<file path="src/rtl/xc_malu_div.sv">
// Iterative 32-bit restoring divider: one quotient bit per cycle, fixed latency.
// Signed operands are reduced to magnitudes and the result sign is fixed up once, when the operation completes.
module xc_malu_div (
  input  logic        clock,
  input  logic        resetn,
  input  logic        valid,
  input  logic        flush,
  input  logic [31:0] rs1,
  input  logic [31:0] rs2,
  input  logic        op_signed,
  input  logic        op_rem,
  output logic        busy,
  output logic        ready,
  output logic [31:0] result
);
  typedef enum logic [1:0] {IDLE, SETUP, RUN, DONE} state_t;

  state_t      state_q, state_d;
  logic [5:0]  cnt_q, cnt_d;
  logic [31:0] a_q, a_d;       // original dividend, kept for divide-by-zero remainder
  logic [31:0] b_q, b_d;       // divisor, magnitude after SETUP
  logic [31:0] q_q, q_d;       // dividend shifts out of the top, quotient bits shift in
  logic [31:0] r_q, r_d;
  logic        sgn_q, sgn_d, rem_q, rem_d, qneg_q, qneg_d, rneg_q, rneg_d;
  logic [31:0] result_q, result_d;

  logic [32:0] tmp;
  logic [33:0] diff;
  logic [31:0] q_fix, r_fix, final_val;

  always_comb begin
    tmp  = {r_q, q_q[31]};
    diff = {1'b0, tmp} - {2'b00, b_q};
    q_fix = qneg_q ? (~q_q + 32'd1) : q_q;
    r_fix = rneg_q ? (~r_q + 32'd1) : r_q;
    // Zero divisor bypasses sign correction entirely.
    if (b_q == 32'd0) begin
      q_fix = 32'hFFFF_FFFF;
      r_fix = a_q;
    end
    final_val = rem_q ? r_fix : q_fix;
  end

  always_comb begin
    state_d  = state_q;
    cnt_d    = cnt_q;
    a_d      = a_q;
    b_d      = b_q;
    q_d      = q_q;
    r_d      = r_q;
    sgn_d    = sgn_q;
    rem_d    = rem_q;
    qneg_d   = qneg_q;
    rneg_d   = rneg_q;
    result_d = result_q;
    case (state_q)
      IDLE: if (valid) begin
        state_d = SETUP;
        a_d     = rs1;
        b_d     = rs2;
        sgn_d   = op_signed;
        rem_d   = op_rem;
      end
      SETUP: begin
        q_d     = (sgn_q && a_q[31]) ? (~a_q + 32'd1) : a_q;
        b_d     = (sgn_q && b_q[31]) ? (~b_q + 32'd1) : b_q;
        qneg_d  = sgn_q & (a_q[31] ^ b_q[31]);
        rneg_d  = sgn_q & a_q[31];
        r_d     = 32'd0;
        cnt_d   = 6'd0;
        state_d = RUN;
      end
      RUN: begin
        r_d   = diff[33] ? tmp[31:0] : diff[31:0];
        q_d   = {q_q[30:0], ~diff[33]};
        cnt_d = cnt_q + 6'd1;
        if (cnt_q == 6'd31) state_d = DONE;
      end
      DONE: begin
        result_d = final_val;
        state_d  = IDLE;
      end
      default: state_d = IDLE;
    endcase
    if (flush) begin
      state_d  = IDLE;
      result_d = result_q;
    end
  end

  always_ff @(posedge clock or negedge resetn) begin
    if (!resetn) begin
      state_q  <= IDLE;
      cnt_q    <= 6'd0;
      a_q      <= 32'd0;
      b_q      <= 32'd0;
      q_q      <= 32'd0;
      r_q      <= 32'd0;
      sgn_q    <= 1'b0;
      rem_q    <= 1'b0;
      qneg_q   <= 1'b0;
      rneg_q   <= 1'b0;
      result_q <= 32'd0;
    end else begin
      state_q  <= state_d;
      cnt_q    <= cnt_d;
      a_q      <= a_d;
      b_q      <= b_d;
      q_q      <= q_d;
      r_q      <= r_d;
      sgn_q    <= sgn_d;
      rem_q    <= rem_d;
      qneg_q   <= qneg_d;
      rneg_q   <= rneg_d;
      result_q <= result_d;
    end
  end

  assign busy   = (state_q == SETUP) || (state_q == RUN);
  assign ready  = (state_q == DONE) && !flush;
  assign result = ready ? final_val : result_q;
endmodule

</file>
<file path="config.mk">
export PLATFORM = sky130hd
export DESIGN_NAME = xc_malu_div
export DESIGN_NICKNAME = d
export VERILOG_FILES = /design/src/rtl/xc_malu_div.sv
export SDC_FILE = /design/constraint.sdc
export NUM_CORES = 1
export LEC_CHECK = 0
export CAP_MARGIN = 10
export CORE_MARGIN = 2
export CORE_UTILIZATION = 35
export CTS_CLUSTER_SIZE = 25
export DETAILED_ROUTE_END_ITERATION = 16
export PLACE_DENSITY_LB_ADDON = 0.08
export SYNTH_ARGS = -nofsm -noshare
export SYNTH_HDL_FRONTEND = slang
export SYNTH_SLANG_ARGS = --single-unit
</file>
<file path="constraint.sdc">
create_clock -name clock -period 3.81 [get_ports clock]
set_input_delay 0.5715 -clock clock [delete_from_list [all_inputs] [get_ports clock]]
set_output_delay 0.5715 -clock clock [all_outputs]
set_load 0.02 [all_outputs]
</file>
==> metrics.yaml, run 1 <==
start_util: 0.357
clk_latency_ns: 0.46
holdBufCountCts: 0
antenna_found_initial: 0
status: "finished, violations left"
final_common_cell: "dfrtp_1"
cp.arrival_ns: 3.61
core_um2: 33600
filler_cell_count: 3314
clkTransAtPathRegs_ns: 0.07
synth-edff-count: 0
cts.sinks: 172
gr-total-overflow: 0
cap_violations: 0
place_congestion: 0.879
yosys_warnings: 0
cts_tree: "done"
worstMarginPinSlew_ns: 1.07
synth_nets: 1544
drive_gt1_frac: 0.235
busiest_layer: "met2"
fin_area_um2: 15900
layout_setup_ws_ns: -0.371
finalHoldViolCount: 0
slew_viol_final: 0
instances_no_fill: 2081
wirelength_um: 39400
synth-compound-area-share: 0.235
r2r_end: "r_q[9]$_DFFE_PN0P_"
num_rows: 67
p_total_mw: 11.8
cts_root_buf: "clkbuf_16"
diodes: 0
drc: 0
grt_pass1_vias: 11021
avgSynthCellArea_um2: 8.39
grt_pass1_wl_um: 62100
dieArea_um2: 35800
cp_data_required_time_ns: 3.24
use_met2: 0.346
rsz0062_at_grt: "yes"
synth-seq-cells: 172
port_buffers: 103
h-tree-depth: 4
synth_top_flop_cell: "dfrtp_1"
die_y_um: 189
hp-class: "input port to asynchronous set/reset pin"
area_growth_pct: 32.2
layout_min_cycle_time_ns: 4.18
rr_worst_depth: 11
synth_xor_area_frac: 0.0847
violations: "setup timing"
antenna_left: 0
post_drt_wl_per_cell_um: 18.9
ir_drop_mv: 0.607
synthCells: 1431
post-place-ws_ns: -0.391
grt_util_met3: 0.0363
synthAdderAreaFrac: 0.0455
use_met1: 0.317
startpoint_type: "flop"
placed_cells: 2023
synth_top_area_frac: 0.359
cts_buffers: 17
final_core_util: 0.472
most-common-layout-cells: "dfrtp_1, nand2_1, buf_4"
yosysSeqAreaShare: 0.359
path_class: "flop to primary output"
crit-reg2reg-launch: "r_q[13]$_DFFE_PN0P_"
vias_per_cell: 5.47
drtIter0Drc: 960
synth_area_leaders: "dfrtp_1, mux2_2, xor2_1, nand2_1, ha_1"
fin_worst_skew_ns: 0.0137
timing.final.crit_share: 1.10
dp_hpwl_um: 28600
cp_max_fo: 3
yosysTopAreaCell: "dfrtp_1"
fmax_mhz: 239
setup_viol: 16
grt_max_degree: 83
synth_mux_area_frac: 0.0609
fp.dieW_um: 189
synth_top_family_by_area: "compound AO/OA/AOI/OAI gates"
nets: 1736
dr.pass1.iters: 5
dpl_cell_area_um2: 14300
clockBufferDepth: 2
synth_area_um2: 12000
ios: 104
vias: 11378
maxSlewHeadroom: 0.284
yosys.area_share.simple: 0.165
leakagePower_nw: 6.99
cp-end-kind: "primary output"
rrSetupSlack_ns: 0.44
synth.distinct_cells: 66
powerDensity_nw_per_um2: 745
grt_usage: 0.222
async_reset_ff_frac: 1.00
[worst max-delay path: stages, from the launching register on]
cell      delay (ns)
dfrtp_1         0.38
or4_4           0.57
nor2_4          0.10
or4b_4          0.47
or4_4           0.43
buf_4           0.15
buf_6           0.11
o31ai_4         0.18
xor2_1          0.21
a221oi_2        0.09
buf_4           0.18
a21o_1          0.17
buf_6           0.13
[flip-flops by register name (all words and copies together) (netlist names)]
name	flops
rneg_q	1
a_q	32
b_q	32
state_q	2
sgn_q	1
cnt_q	6
q_q	32
result_q	32
qneg_q	1
rem_q	1
r_q	32
[cell usage after synthesis (7+ instances only)]
library cell  instances
o31ai_1              35
a21oi_1             104
a31oi_1              13
o41ai_1              11
mux2_2               56
xor2_1               67
nand2b_1             10
o22ai_1              30
buf_1                 7
dfrtp_1             172
nand4_1               9
mux2i_1              10
xnor2_1              49
or4_1                 8
nor2b_1               7
nor4_1               14
o2bb2ai_1             7
o21ai_0              64
clkbuf_1             75
nand3_1              33
a221oi_1             20
and3_1                9
nand2_1             155
inv_1                73
or3_1                19
ha_1                 42
a21o_1               32
nor3_1               40
nor2_1               95
o21ai_1              80
[cells by family after synthesis]
logic type	Yosys count
and+or+nand+nor	422
DFF	172
adders and majority gates	43
xor gates and xnor gates	116
muxes	66
AOI/OAI and AO/OA	453
buffers and inverters	159
[through the flow]
stage               TNS, ns  hold WS (ns)
floorplan                 0         0.276
global placement      -1.74         0.456
detailed placement    -1.86         0.461
CTS                   -1.35         0.174
global route          -4.49         0.187
finish                -1.80         0.138
[layout make-up]
| class | count | area (um^2) | share of cell area |
|---|---|---|---|
| Tap cell | 448 | 561 | 0.0353 |
| Clock inverter | 6 | 86.3 | 0.00544 |
| Inverter | 75 | 282 | 0.0177 |
| Clock buffer | 23 | 488 | 0.0308 |
| Timing Repair Buffer | 257 | 2390 | 0.151 |
| Multi-Input combinational cell | 1100 | 7760 | 0.489 |
| Sequential cell | 172 | 4300 | 0.271 |
[power by group]
| group | switching (mW) | total [mW] | internal, mW |
|---|---|---|---|
| registers | 0.801 | 3.34 | 2.54 |
| clock network | 0.762 | 1.79 | 1.02 |
| logic | 3.82 | 6.70 | 2.88 |
[how the worst max path moves through the flow]
stage                  startpoint         end  slack [ns]  cells after the start
6_report       q_q[9]$_DFFE_PN0P_  result[26]       -0.37                     12
5_1_grt        q_q[9]$_DFFE_PN0P_  result[28]       -0.50                     10
4_1_cts        q_q[9]$_DFFE_PN0P_  result[30]       -0.39                     10
3_5_place_dp   q_q[9]$_DFFE_PN0P_  result[30]       -0.39                     10
3_3_place_gp   q_q[9]$_DFFE_PN0P_  result[30]       -0.38                     10
2_1_floorplan  q_q[9]$_DFFE_PN0P_  result[30]        0.11                      9
[per-layer routing]
layer	wire [um]	share of wire
met5	0	0
met4	663	0.017
met3	1590	0.040
met2	17900	0.45
met1	19200	0.49
[repair_timing]
action | in CTS | in global routing
setup buffers | 6 | 24
pin swaps | 13 | 36
cloned | 1 | 2
setup endpoints to repair | 32 | 32
resized for setup | 163 | 168
No activity file was read; power rests on OpenSTA's default activity.
==> run 2: changes to the inputs <==
- clock period: 3.81 -> 4.3 ns (I/O delays scaled with it)
==> metrics.yaml, run 2 (synthesized netlist as in run 1, its figures left out) <==
layout_setup_ws_ns: 0.00744
powerDensity_nw_per_um2: 678
vias_per_cell: 5.53
clkTransAtPathRegs_ns: 0.07
slowest_stage: "or4_4"
vias: 11082
final_common_cell: "dfrtp_1"
antenna_found_initial: 0
wirelength_um: 37900
filler_cell_count: 3363
clk_latency_ns: 0.46
fp.dieW_um: 189
timing.final.crit_share: 0.998
grt_usage: 0.217
clockBufferDepth: 2
most-common-layout-cells: "dfrtp_1, nand2_1, a21oi_1"
dp_hpwl_um: 27500
port_buffers: 103
nets: 1657
post-place-ws_ns: 0.0290
cp.arrival_ns: 3.65
startpoint_type: "flop"
post_drt_wl_per_cell_um: 18.9
rrSetupSlack_ns: 0.95
ir_drop_mv: 0.425
leakagePower_nw: 6.52
cts.sinks: 172
drc: 0
cpMostUsedCell: "or4_4"
cap_violations: 0
worstMarginPinSlew_ns: 0.912
cp_data_required_time_ns: 3.65
h-tree-depth: 4
crit_path_cell_trace: "or4_4 > nor2_4 > or4b_4 > or4_4 > or4_4 > o21ai_2 > xor2_1 > a22o_1 > o21ai_2 > buf_6"
antenna_left: 0
placed_cells: 1972
core_um2: 33600
diodes: 0
cp_top_family: "simple AND/OR/NAND/NOR gates"
cp_slowest_stage_delay_ns: 0.57
drive_gt1_frac: 0.134
gr-total-overflow: 0
path_class: "flop to primary output"
grt_pass1_wl_um: 60800
maxSlewHeadroom: 0.391
cp_max_fo: 3
cts_root_buf: "clkbuf_16"
worst-path-buf-inv: 1
place_congestion: 0.892
rsz0062_at_grt: "yes"
grt_pass1_vias: 10711
status: "complete, no violations"
cts_tree: "done"
cts_buffers: 17
die_y_um: 189
start_util: 0.357
fin_worst_skew_ns: 0.0109
dieArea_um2: 35800
hp-class: "input port to asynchronous set/reset pin"
fmax_mhz: 233
drtIter0Drc: 813
layout_min_cycle_time_ns: 4.29
grt_max_degree: 90
area_growth_pct: 21.7
dr.pass1.iters: 5
cp-end-kind: "primary output"
slew_viol_final: 0
setup_viol: 0
p_total_mw: 9.90
finalHoldViolCount: 0
num_rows: 67
ios: 104
instances_no_fill: 2005
[run 2: worst register-to-register path, stage by stage (launching register included)]
cell	delay, ns
dfrtp_1	0.40
inv_1	0.09
ha_1	0.41
nand4_1	0.18
nor3_1	0.37
a32oi_1	0.19
a2111oi_1	0.56
buf_4	0.24
o31a_1	0.15
nand2_1	0.17
or3_1	0.40
o311ai_1	0.08
[run 2: layout make-up]
cell class	instances	area (um^2)	area share
Clock inverter	13	163	0.0111
Clock buffer	19	443	0.0303
Sequential cell	172	4300	0.295
Tap cell	448	561	0.0384
Multi-Input combinational cell	1100	7250	0.497
Inverter	75	282	0.0193
Timing Repair Buffer	178	1600	0.109
[run 2: path summary, 6_finish.rpt]
path,from,cells past startpoint,to
max,q_q[8]$_DFFE_PN0P_,10,result[30]
min,resetn,1,b_q[3]$_DFFE_PN0P_
max reg2reg,b_q[16]$_DFFE_PN0P_,11,r_q[9]$_DFFE_PN0P_
min reg2reg,result_q[14]$_DFFE_PN0P_,1,result_q[14]$_DFFE_PN0P_
max in group asynchronous,resetn,2,a_q[6]$_DFFE_PN0P_
min in group clock,result_q[14]$_DFFE_PN0P_,1,result_q[14]$_DFFE_PN0P_
[run 2: power breakdown]
| part | leakage (nW) | total, mW | internal [mW] | switching, mW |
|---|---|---|---|---|
| Clock | 0.290 | 1.65 | 0.932 | 0.723 |
| Combinational | 4.09 | 5.24 | 2.19 | 3.06 |
| Sequential | 2.14 | 3.00 | 2.25 | 0.756 |
[run 2: layer usage]
| layer | GRT usage | part of all wire | routed length (um) |
|---|---|---|---|
| met5 | 0 | 0 | 0 |
| met4 | 0.0613 | 0.018 | 686 |
| met3 | 0.0335 | 0.042 | 1600 |
| met2 | 0.335 | 0.45 | 16900 |
| met1 | 0.312 | 0.49 | 18700 |
[run 2: timing repair]
action | 4_1_cts | 5_1_grt
resized for setup | 51 | 23
buffers inserted | 0 | 1
endpoints found under the setup margin | 30 | 14
endpoints found under the hold margin | 0 | 0
gates cloned | 0 | 0
hold buffers | 0 | 0
pin swaps | 0 | 7
[run 2: stage by stage]
stage               setup TNS [ns]  utilization  hold slack (ns)  instance area [um^2]
finish                           0        0.434            0.298                 14600
global route                -0.307        0.434            0.350                 14600
CTS                       -0.00229        0.433            0.333                 14600
detailed placement               0        0.414            0.460                 13900
global placement                 0        0.414            0.459                 13900
floorplan                        0            -            0.349                 12000
==> run 3: changes to the inputs <==
- CORE_MARGIN: 2 -> default
==> metrics.yaml, run 3 (synthesized netlist as in run 1, its figures left out) <==
status: "complete, no violations"
cp_top_family: "simple AND/OR/NAND/NOR gates"
h-tree-depth: 4
slew_viol_final: 0
timing.final.crit_share: 0.991
whs_ns: 0.223
antenna_found_initial: 0
cts.sinks: 172
cp.arrival_ns: 3.62
vias_per_cell: 5.48
setup_viol: 0
grt_pass1_vias: 10845
place_congestion: 0.852
cp_data_required_time_ns: 3.65
grt_max_degree: 89
leakagePower_nw: 6.48
power_frac_seq: 0.308
hp-class: "input port to asynchronous set/reset pin"
grt_usage: 0.220
cp-end-kind: "primary output"
cp_max_fo: 3
drtIter0Drc: 751
cts_buffers: 17
worstMarginPinSlew_ns: 1.08
maxSlewHeadroom: 0.276
nets: 1658
cts_root_buf: "clkbuf_16"
cp_slowest_stage_delay_ns: 0.56
diodes: 0
fmax_mhz: 235
cpMostUsedCell: "or4_4"
start_util: 0.357
dr.pass1.iters: 5
switching_share: 0.466
clk_latency_ns: 0.45
p_sw_mw: 4.57
dieArea_um2: 35000
dp_hpwl_um: 27400
filler_cell_count: 3383
layout_min_cycle_time_ns: 4.26
ios: 104
path_class: "flop to primary output"
clkTransAtPathRegs_ns: 0.08
placed_cells: 1973
gr-total-overflow: 0
ir_drop_mv: 0.369
core_um2: 33600
finalHoldViolCount: 0
p_clk_frac: 0.159
wirelength_um: 37400
instances_no_fill: 2006
rsz0062_at_grt: "yes"
vias: 10983
drc: 0
worst-path-buf-inv: 1
num_rows: 67
post_drt_wl_per_cell_um: 18.7
combPwrFrac: 0.533
clockBufferDepth: 2
crit_path_cell_trace: "or4_4 > nor2_4 > or4b_4 > or4_4 > or4_4 > o21ai_2 > xor2_1 > a22o_1 > o21ai_2 > buf_6"
slowest_stage: "or4_4"
drive_gt1_frac: 0.136
cap_violations: 0
most-common-layout-cells: "dfrtp_1, nand2_1, a21oi_1"
powerDensity_nw_per_um2: 673
area_growth_pct: 21.6
antenna_left: 0
grt_pass1_wl_um: 60800
fin_setup_tns_ns: 0
die_y_um: 187
p_int_mw: 5.25
port_buffers: 103
fp.dieW_um: 187
fin_worst_skew_ns: 0.0122
cts_tree: "done"
final_common_cell: "dfrtp_1"
startpoint_type: "flop"
run 3: cell type report:
type,count,area [um^2],area share
inverters,75,282,0.0193
clock buffers,18,429,0.0294
multi-input cells,1100,7280,0.499
repair buffers,179,1600,0.110
clock inverters,14,138,0.00943
flip-flops and latches,172,4300,0.295
well taps,448,561,0.0384
run 3: worst register-to-register path, cell delays in order (launching register included):
cell and delay [ns]:
dfrtp_1 0.38, buf_4 0.17, ha_1 0.34, a21o_1 0.17, a21o_1 0.20, o2111a_1 0.31, o211ai_1 0.26, a2111oi_1 0.13
buf_4 0.18, o31ai_4 0.45, buf_12 0.27, nand2_1 0.14, o211ai_1 0.13, o21ai_1 0.09
run 3: final timing paths:
check | slack (ns) | cells after the start | startpoint | endpoint
max reg2reg | 0.95 | 13 | r_q[2]$_DFFE_PN0P_ | q_q[0]$_DFFE_PN0P_
min reg2reg | 0.47 | 1 | result_q[16]$_DFFE_PN0P_ | result_q[16]$_DFFE_PN0P_
min in group clock | 0.47 | 1 | result_q[16]$_DFFE_PN0P_ | result_q[16]$_DFFE_PN0P_
max | 0.04 | 10 | q_q[9]$_DFFE_PN0P_ | result[30]
min | 0.22 | 1 | resetn | b_q[4]$_DFFE_PN0P_
max in group asynchronous | 3.01 | 2 | resetn | r_q[15]$_DFFE_PN0P_
run 3: metal layers:
metal / wire, um / part of all wire / up-vias / track usage
met5: 0 / 0 / - / 0
met4: 712 / 0.019 / 0 / 0.0668
met3: 1410 / 0.038 / 33 / 0.0364
met2: 16900 / 0.45 / 241 / 0.340
met1: 18400 / 0.49 / 5303 / 0.313
li1: - / - / 5406 / -
run 3: power by group through the flow:
stage / Sequential (mW) / Combinational [mW] / Clock [mW]
2_1_floorplan: 2.77 / 3.76 / 0
6_report: 3.02 / 5.23 / 1.56
4_1_cts: 3.01 / 5.22 / 1.62
3_3_place_gp: 3.02 / 5.22 / 0
3_5_place_dp: 3.03 / 5.26 / 0
5_1_grt: 3.12 / 5.84 / 1.67
run 3: what timing repair did:
action                     CTS  global route
pin swaps                    0             5
setup endpoints to repair   31            29
hold buffers                 0             0
setup buffers                0             1
hold endpoints to repair     0             0
resized for setup           47            33
run 3: through the flow:
step	worst slack, ns	area, um^2	power [mW]	utilization
2_1_floorplan	0.524	12000	6.53	-
3_3_place_gp	0.0481	13900	8.24	0.414
3_5_place_dp	0.0355	13900	8.28	0.414
4_1_cts	0.00248	14500	9.85	0.431
5_1_grt	-0.109	14600	10.6	0.434
6_report	0.0389	14600	9.82	0.434
